File: config.mk
export PLATFORM = sky130hd
export DESIGN_NAME = five_bit_serial_adder
export DESIGN_NICKNAME = d
export VERILOG_FILES = /design/src/rtl/five_bit_serial_adder_pkg.sv /design/src/rtl/five_bit_serial_adder_full_adder_cell.sv /design/src/rtl/five_bit_serial_adder.sv
export SDC_FILE = /design/constraint.sdc
export NUM_CORES = 1
export LEC_CHECK = 0
export BUFFER_PORTS_ARGS = -buffer_cell sky130_fd_sc_hd__buf_2
export CAP_MARGIN = 10
export CORE_MARGIN = 2
export CORE_UTILIZATION = 50
export DETAILED_ROUTE_END_ITERATION = 16
export PLACE_DENSITY_LB_ADDON = 0.15
export SYNTH_ARGS = -nofsm -noshare
export SYNTH_HDL_FRONTEND = slang
export SYNTH_HIERARCHICAL = 1
export SYNTH_SLANG_ARGS = --single-unit
export TNS_END_PERCENT = 1
File: constraint.sdc
create_clock -name clk -period 1.3 [get_ports clk]
set_input_delay 0.13 -clock clk [delete_from_list [all_inputs] [get_ports clk]]
set_output_delay 0.13 -clock clk [all_outputs]
set_load 0.1 [all_outputs]
File: src/rtl/five_bit_serial_adder_pkg.sv
// Shared types and helpers for the bit-serial adder.
// Optional subtract mode is enabled by defining SERIAL_ADDER_SUB_EN.
package five_bit_serial_adder_pkg;

    typedef enum logic [1:0] {
        IDLE  = 2'd0,
        SHIFT = 2'd1,
        DONE  = 2'd2
    } state_t;

    localparam int DEFAULT_WIDTH = 5;

    // Bit-position counter width; at least one bit even for WIDTH=1.
    function automatic int count_width(input int width);
        return (width > 1) ? $clog2(width) : 1;
    endfunction

endpackage

File: src/rtl/five_bit_serial_adder_full_adder_cell.sv
// Combinational 1-bit full adder used by the serial datapath.
module full_adder_cell (
    input  logic x,
    input  logic y,
    input  logic cin,
    output logic s,
    output logic cout
);

    assign s    = x ^ y ^ cin;
    assign cout = (x & y) | (x & cin) | (y & cin);

endmodule

File: src/rtl/five_bit_serial_adder.sv
// LSB-first bit-serial adder with start/busy/done handshake.
// Define SERIAL_ADDER_SUB_EN to add a 'sub' port (a + ~b + 1).
module five_bit_serial_adder
    import five_bit_serial_adder_pkg::*;
#(
    parameter int WIDTH = DEFAULT_WIDTH
) (
    input  logic             clk,
    input  logic             rst,
    input  logic             start,
    input  logic [WIDTH-1:0] a,
    input  logic [WIDTH-1:0] b,
`ifdef SERIAL_ADDER_SUB_EN
    input  logic             sub,
`endif
    output logic             busy,
    output logic             done,
    output logic [WIDTH:0]   sum
);

    localparam int CW = count_width(WIDTH);
    localparam logic [CW-1:0] LAST = CW'(WIDTH - 1);

    state_t           state_q;
    logic [WIDTH-1:0] a_q;
    logic [WIDTH-1:0] b_q;
    logic             carry_q;
    logic [CW-1:0]    count_q;
    logic [WIDTH:0]   sum_q;
    logic             busy_q;
    logic             done_q;
    logic             inv_q;

    logic             fa_y;
    logic             fa_s;
    logic             fa_cout;
    logic             last;
    logic [WIDTH:0]   sum_d;
    logic             carry_in_d;
    logic             inv_d;

`ifdef SERIAL_ADDER_SUB_EN
    assign inv_d      = sub;
    assign carry_in_d = sub;
`else
    assign inv_d      = 1'b0;
    assign carry_in_d = 1'b0;
`endif

    // In subtract mode b is inverted bit by bit as it reaches the adder.
    assign fa_y = b_q[0] ^ inv_q;
    assign last = (count_q == LAST);

    full_adder_cell u_fa (
        .x    (a_q[0]),
        .y    (fa_y),
        .cin  (carry_q),
        .s    (fa_s),
        .cout (fa_cout)
    );

    always_comb begin
        sum_d = {1'b0, fa_s, sum_q[WIDTH-1:1]};
        if (last) begin
            sum_d[WIDTH] = fa_cout;
        end
    end

    always_ff @(posedge clk) begin
        if (rst) begin
            state_q <= IDLE;
            a_q     <= '0;
            b_q     <= '0;
            carry_q <= 1'b0;
            count_q <= '0;
            sum_q   <= '0;
            busy_q  <= 1'b0;
            done_q  <= 1'b0;
            inv_q   <= 1'b0;
        end else begin
            unique case (state_q)
                IDLE: begin
                    done_q <= 1'b0;
                    if (start) begin
                        a_q     <= a;
                        b_q     <= b;
                        inv_q   <= inv_d;
                        carry_q <= carry_in_d;
                        count_q <= '0;
                        sum_q   <= '0;
                        busy_q  <= 1'b1;
                        state_q <= SHIFT;
                    end
                end
                SHIFT: begin
                    a_q     <= {1'b0, a_q[WIDTH-1:1]};
                    b_q     <= {1'b0, b_q[WIDTH-1:1]};
                    carry_q <= fa_cout;
                    count_q <= count_q + 1'b1;
                    sum_q   <= sum_d;
                    if (last) begin
                        done_q  <= 1'b1;
                        state_q <= DONE;
                    end
                end
                DONE: begin
                    done_q  <= 1'b0;
                    busy_q  <= 1'b0;
                    state_q <= IDLE;
                end
                default: begin
                    done_q  <= 1'b0;
                    busy_q  <= 1'b0;
                    state_q <= IDLE;
                end
            endcase
        end
    end

    assign busy = busy_q;
    assign done = done_q;
    assign sum  = sum_q;

endmodule

# Word-level counts from Yosys, hierarchy flattened
# Index checks and enable logic that the tools add are counted.
# classes
addsub	1
multipliers	0
div	0
order_cmp	0
n_eq_ne	4
n_shift	0
muxes	16
n_bitwise	8
reduce_logical	6
# ops
operator	n
$pmux 5 s2	2
$pmux 6 s2	1
$mux 5	2
$mux 6	1
$pmux 3 s2	1
$reduce_and 2->1	3
$mux 2	2
$ne 2x2->1 const B	2
$pmux 1 s2	2
$pmux 2 s2	1
$add 3x1->3 const B	1
$and 1x1->1	3
$eq 3x3->1 const B	1
$mux 1	3
$mux 3	1
$eq 2x1->1 const B	1
$logic_not 2->1	1
$or 1x1->1	2
$reduce_bool 2->1	1
$reduce_or 2->1	1
$xor 1x1->1	2
$not 1->1	1
# word_totals
regBits	24
latchBits	0
ramBits	0
rom_bits	0
input_bits	13
out_inout_bits	8
wordCells	43
n_memories	0

# Logic depth before layout (Yosys ltp)
# Gate-level depths: netlist (run 1).
# logic_depth
depth_word	5
ltp_mapped	5
depth_no_buf	4

# Modules after synthesis
# Netlist (run 1), hierarchy kept.
# modules_own_cells
module	instances	cells_each	area_each_um2	seq_area_each_um2
five_bit_serial_adder	1	111	1086.0	480.5
full_adder_cell	1	1	20.0	0.0

# Worst setup path before layout (run 1)
# Ideal clock, no wire load.
# synth_timing
path_kind	register to register
from	register, netlist name sum[1]
to	register sum_q[1], in the netlist sum[1]
setup_time_ns	0.068
t_arrival_ns	1.247
required_time_ns	1.232
setup_slack_ns	-0.015
path_stages_with_launch	3
n_path_buf	0
synth_period_minus_slack_ns	1.315
path_cell_list	dfxtp_1 -> a22oi_1 -> nor2_1
# synth_rtl
element	line_no	text
end signal, assigned	five_bit_serial_adder.sv:100	sum_q <= sum_d;
end, declared	five_bit_serial_adder.sv:29	logic [WIDTH:0] sum_q;

# Final worst setup path (run 1)
# layout_timing
from	register sum_q[2], in the netlist sum[2]
to	output port sum[2]
# layout_rtl
element	line_no	text
end, declared	five_bit_serial_adder.sv:18	output logic [WIDTH:0] sum
# No word-level cell between the ends.

==> results of run 1 <==
==> synth_stat cells, types with 2 or more instances <==
master      n  area [um^2]
inv_2       2         7.51
buf_4       2         15.0
a211oi_2    8          100
nand2_1     4         15.0
nor4_1      2         12.5
o2bb2ai_1   6         52.6
nor2b_1     2         12.5
nand4_1     3         18.8
dfxtp_1    24          480
a21oi_1     7         35.0
o22ai_1     2         12.5
ha_1        2         25.0
o21ai_1     2         10.0
buf_2       2         10.0
nor2_2      8         50.1
buf_6       2         22.5
inv_1       2         7.51
a22oi_1     7         52.6
nor2_1     14         52.6
==> worst reg2reg max path, delay by kind of cell (launching register included) <==
kind / cells / cell delay [ns]
DFF: 1 / 0.36
AOI/OAI and AO/OA: 1 / 0.18
and+or+nand+nor: 1 / 0.06
adders and majority gates: 1 / 0.47
==> sequential cells by signal, summed over array words and instances (netlist names) <==
signal,flops
sum,6
a_q,5
b_q,5
count_q,3
state_q,2
busy,1
carry_q,1
done,1
==> metrics by stage <==
step / cells / setup slack, ns / total power (W) / utilization (%)
CTS: 160 / 0.0311 / 0.00146 / 58.5
floorplan: 112 / -0.0148 / 0.00101 / -
global route: 160 / 0.00359 / 0.00151 / 58.5
global placement: 156 / 0.191 / 0.00106 / 56.7
detailed placement: 156 / 0.172 / 0.00107 / 56.7
finish: 160 / 0.0513 / 0.00144 / 58.5
==> where the power goes <==
part           internal, W  leakage, nW  switching (W)
Sequential        0.000773        0.197      0.0000308
Clock             0.000171       0.0210       0.000221
Combinational    0.0000967        0.291       0.000148
Total              0.00104        0.509       0.000400
==> per-layer routing <==
layer  global-route usage (%)  vias up  share of wire, %
met3                     2.92        5               4.1
met5                        0        -                 0
li1                         -      439                 -
met4                     9.46        0               2.0
met2                     30.1       18                47
met1                     25.4      395                47
==> cell families (layout without fill, tap and decap cells) <==
| logic type | count (synthesis) | in the layout |
|---|---|---|
| compound gates | 35 | 35 |
| fa+ha+maj | 3 | 3 |
| buf+inv | 12 | 32 |
| flops | 24 | 24 |
| simple gates | 38 | 38 |
==> final timing paths <==
path / end / slack [ns] / depth (start not counted)
hold reg to reg: sum[5] / 0.46 / 2
setup / recovery: sum[2] / 0.05 / 1
setup reg to reg: sum[4] / 0.13 / 3
hold / removal: a_q[4] / 0.07 / 3
==> area by class of cell <==
cell class / instances / share of cell area, %
flip-flops and latches: 24 / 38.3
repair buffers: 24 / 11.5
multi-input cells: 76 / 43.3
well taps: 28 / 2.79
clock buffers: 4 / 2.89
inverters: 4 / 1.19
==> results.yml, run 1 <==
finish:
  fin_area_mm2: 0.00126
  multiInputGateArea_um2: 544
  final_common_cell: "dfxtp_1"
  layout_common_cells: "dfxtp_1, buf_2, nor2_1"
  regArea_um2: 482
  fin_nets: 149
  drive_above_1_share_pct: 37.1
  synthToLayoutAreaGrowth_pct: 13.7
  n_fill_cell: 207
  diodes: 0
clocking:
  postCtsSetupRepairBufs: 0
  cts_tree: "built"
  cts-resized-gates: 1
  clk_pin_slew_ns: 0.13
  clock-sinks: 24
  cts_hold_buffers: 0
  cts_made_buffers: 3
  insertion_delay_ns: 0.32
  htree_levels: 1
  root_buffer: "clkbuf_4"
  clock_path_buffers: 2
worst_setup_path:
  path_class: "reg2out"
  crit_buf_inv: 1
  cp.arrival_ns: 1.12
  path_max_fanout: 3
  crit_start: "sum[2]"
  r2r_start: "b_q[0]"
  crit_family: "buffers and inverters"
  crit_required_ns: 1.17
  crit_path_end_kind: "output port"
  cp_slowest_cell: "buf_2"
  worstPathCellList: "buf_2"
  max_stage_delay_ns: 0.43
  start_kind: "flop"
yosys:
  synth_compound_area_share_pct: 27.4
  ys_types: 30
  yosys.area_share.xor_xnor_pct: 0
  synthAdderAreaFrac_pct: 4.07
  synth_nets: 128
  synth_top_family_by_area: "compound AO/OA/AOI/OAI gates"
  ys.flop_type: "dfxtp_1"
  syn_area_mm2: 0.00111
  synth_edf_count: 0
  synth-async-reset-ratio_pct: 0
  synth_mux_area_share_pct: 0
  synth_warnings: 6
  synth-seq-area-share_pct: 43.4
  avgSynthCellArea_um2: 9.88
  synth_cells: 112
  ys_seq_elements: 24
  synth_simple_gate_area_share_pct: 17.8
global_routing:
  antenna_found_initial: 0
  track_usage_pct: 19.1
  grt_pass1_wl_mm: 3.70
  grt_pass1_vias: 803
  overflow: 0
  grt_max_degree: 14
drt:
  num_vias: 857
  first_pass_iters: 4
  drt_iter0_markers: 16
  routedWlPerCell_um: 13.5
  drcViolationCount: 0
  final_antenna_net_count: 0
  drt_wl_total_mm: 2.16
  vias_per_cell: 5.36
die:
  coreArea_mm2: 0.00215
  top_level_ports: 21
  dieArea_mm2: 0.00260
  die_h_um: 51.0
  fp-row-count: 17
  start_util_pct: 51.5
  die_x_um: 51.0
timing:
  slew_headroom_pct: 67.8
  hold_viol: 0
  fin_crit_sh_pct: 96.1
  hold-worst-slack_ns: 0.0705
  final.setup.tns_ns: 0
  post-route-min-period_ns: 1.25
  grt_setup_unrepaired: "no"
  max_freq_mhz: 801
  report.final.setup_viol: 0
  tightestPinTransition_ns: 0.487
  drv_slew: 0
  finClkSkew_ns: 0.00259
place:
  gp_congestion: 0.768
  dpl-instance-area_mm2: 0.00122
  portBuffers: 20
  hpwl_mm: 1.53
status:
  status: "finished, final reports clean"
power:
  ir_worst_vdd_mv: 0.723
  power.leakage_nw: 0.509
  power.density_mw_per_mm2: 1150
min_path:
  worstHoldStart: "a[4]"
  hp-class: "in2reg"
job:
  cap_violations: 0
Note: power is estimated with default switching activity, not from simulation.
==> run 2, diff against run 1 <==
--- a/config.mk
+++ b/config.mk
@@ -11,6 +11,7 @@
 export CORE_UTILIZATION = 50
 export DETAILED_ROUTE_END_ITERATION = 16
 export PLACE_DENSITY_LB_ADDON = 0.15
+export SETUP_SLACK_MARGIN = 0.1
 export SYNTH_ARGS = -nofsm -noshare
 export SYNTH_HDL_FRONTEND = slang
 export SYNTH_HIERARCHICAL = 1
==> run 2 against run 1 <==
Non-clock buffer count is the same. Hold slack better by 0.0018 ns. Global-route usage is 0.21 points lower. Maximum frequency about the same. Die area unchanged. Utilization down 0.29 points. Critical path type unchanged. Clock-buffer cell count stayed put. Total power fell by 0.54%. Wire length grew 1.7%. Clock power about the same. Combinational power is 2% lower. Largest cell class unchanged. Sequential power fell by 0.5%.
==> results.yml, run 2 (same netlist as run 1, synthesis figures left out) <==
die:
  dieArea_mm2: 0.00260
  coreArea_mm2: 0.00215
  die_x_um: 51.0
  die_h_um: 51.0
  start_util_pct: 51.5
  top_level_ports: 21
  fp-row-count: 17
clocking:
  cts_made_buffers: 3
  clock_path_buffers: 2
  insertion_delay_ns: 0.32
  cts_hold_buffers: 0
  cts_tree: "built"
  clock-sinks: 24
  htree_levels: 1
  clk_pin_slew_ns: 0.13
  root_buffer: "clkbuf_4"
timing:
  post-route-min-period_ns: 1.25
  finClkSkew_ns: 0.00482
  tightestPinTransition_ns: 0.487
  final.setup.tns_ns: 0
  report.final.setup_viol: 0
  max_freq_mhz: 801
  drv_slew: 0
  slew_headroom_pct: 67.8
  fin_crit_sh_pct: 96.1
  grt_setup_unrepaired: "yes"
  hold_viol: 0
worst_setup_path:
  crit_required_ns: 1.17
  crit_family: "buffers and inverters"
  crit_path_end_kind: "output port"
  start_kind: "flop"
  path_class: "reg2out"
  path_max_fanout: 3
  crit_buf_inv: 1
  cp.arrival_ns: 1.12
  cp_slowest_cell: "buf_2"
  worstPathCellList: "buf_2"
  max_stage_delay_ns: 0.43
power:
  power.leakage_nw: 0.507
  p_total_w: 0.00143
  power.density_mw_per_mm2: 1150
  ir_worst_vdd_mv: 0.922
place:
  placed_cells: 156
  hpwl_mm: 1.56
  dpl-instance-area_mm2: 0.00121
  gp_congestion: 0.766
  portBuffers: 20
finish:
  largest_reg_flops: 6
  layout_common_cells: "dfxtp_1, buf_2, nor2_1"
  diodes: 0
  finalNonFillerCells: 160
  drive_above_1_share_pct: 40.2
  fin_util_pct: 58.2
  final_common_cell: "dfxtp_1"
  fin_nets: 149
  synthToLayoutAreaGrowth_pct: 13.1
  fin_area_mm2: 0.00125
drt:
  final_antenna_net_count: 0
  drcViolationCount: 0
  drt_wl_total_mm: 2.19
  num_vias: 892
  routedWlPerCell_um: 13.7
  drt_iter0_markers: 11
  vias_per_cell: 5.58
  first_pass_iters: 4
global_routing:
  grt_max_degree: 16
  overflow: 0
  track_usage_pct: 18.9
  grt_pass1_vias: 831
  antenna_found_initial: 0
  grt_pass1_wl_mm: 3.73
min_path:
  hp-class: "in2reg"
job:
  cap_violations: 0
status:
  status: "finished, final reports clean"
-- run 2: where the power goes --
group	switching, W	leakage [nW]	internal (W)
Sequential	0.0000262	0.199	0.000773
Combinational	0.000151	0.287	0.0000896
Clock	0.000222	0.0210	0.000171
Total	0.000399	0.507	0.00103
-- run 2: per-stage QoR --
step                setup slack [ns]  hold slack, ns
global placement               0.138           0.409
floorplan                    0.00311           0.195
detailed placement            0.0918           0.421
finish                        0.0511          0.0723
global route                 0.00528          0.0580
CTS                           0.0415          0.0688
-- run 2: layout make-up --
| class | instances | area, um^2 |
|---|---|---|
| inverter | 4 | 15.0 |
| multi-input combinational | 76 | 547 |
| sequential | 24 | 485 |
| timing repair buffer | 24 | 133 |
| fill | 177 | 897 |
| clock buffer | 4 | 36.3 |
| tap | 28 | 35.0 |
-- run 2: metal layers --
layer | wire (um) | global-route usage, % | up-vias
met3 | 97 | 5.56 | 4
met5 | 0 | 0 | -
met1 | 1020 | 22.4 | 426
met4 | 25 | 6.31 | 0
met2 | 1060 | 32.5 | 19
li1 | - | - | 443
-- run 2: path summary, 6_finish.rpt --
kind / endpoint / from / slack, ns / depth (start not counted)
worst max-delay path: sum[4] / sum[4] / 0.05 / 1
worst min-delay path: a_q[4] / a[4] / 0.07 / 3
worst max register to register: state_q[0] / count_q[0] / 0.08 / 4
worst min register to register: sum[5] / sum[5] / 0.48 / 2
-- run 2: what timing repair did --
action / in CTS / in global routing
setup endpoints to repair: 11 / 26
buffers inserted: 0 / 0
gates resized for setup: 1 / 1
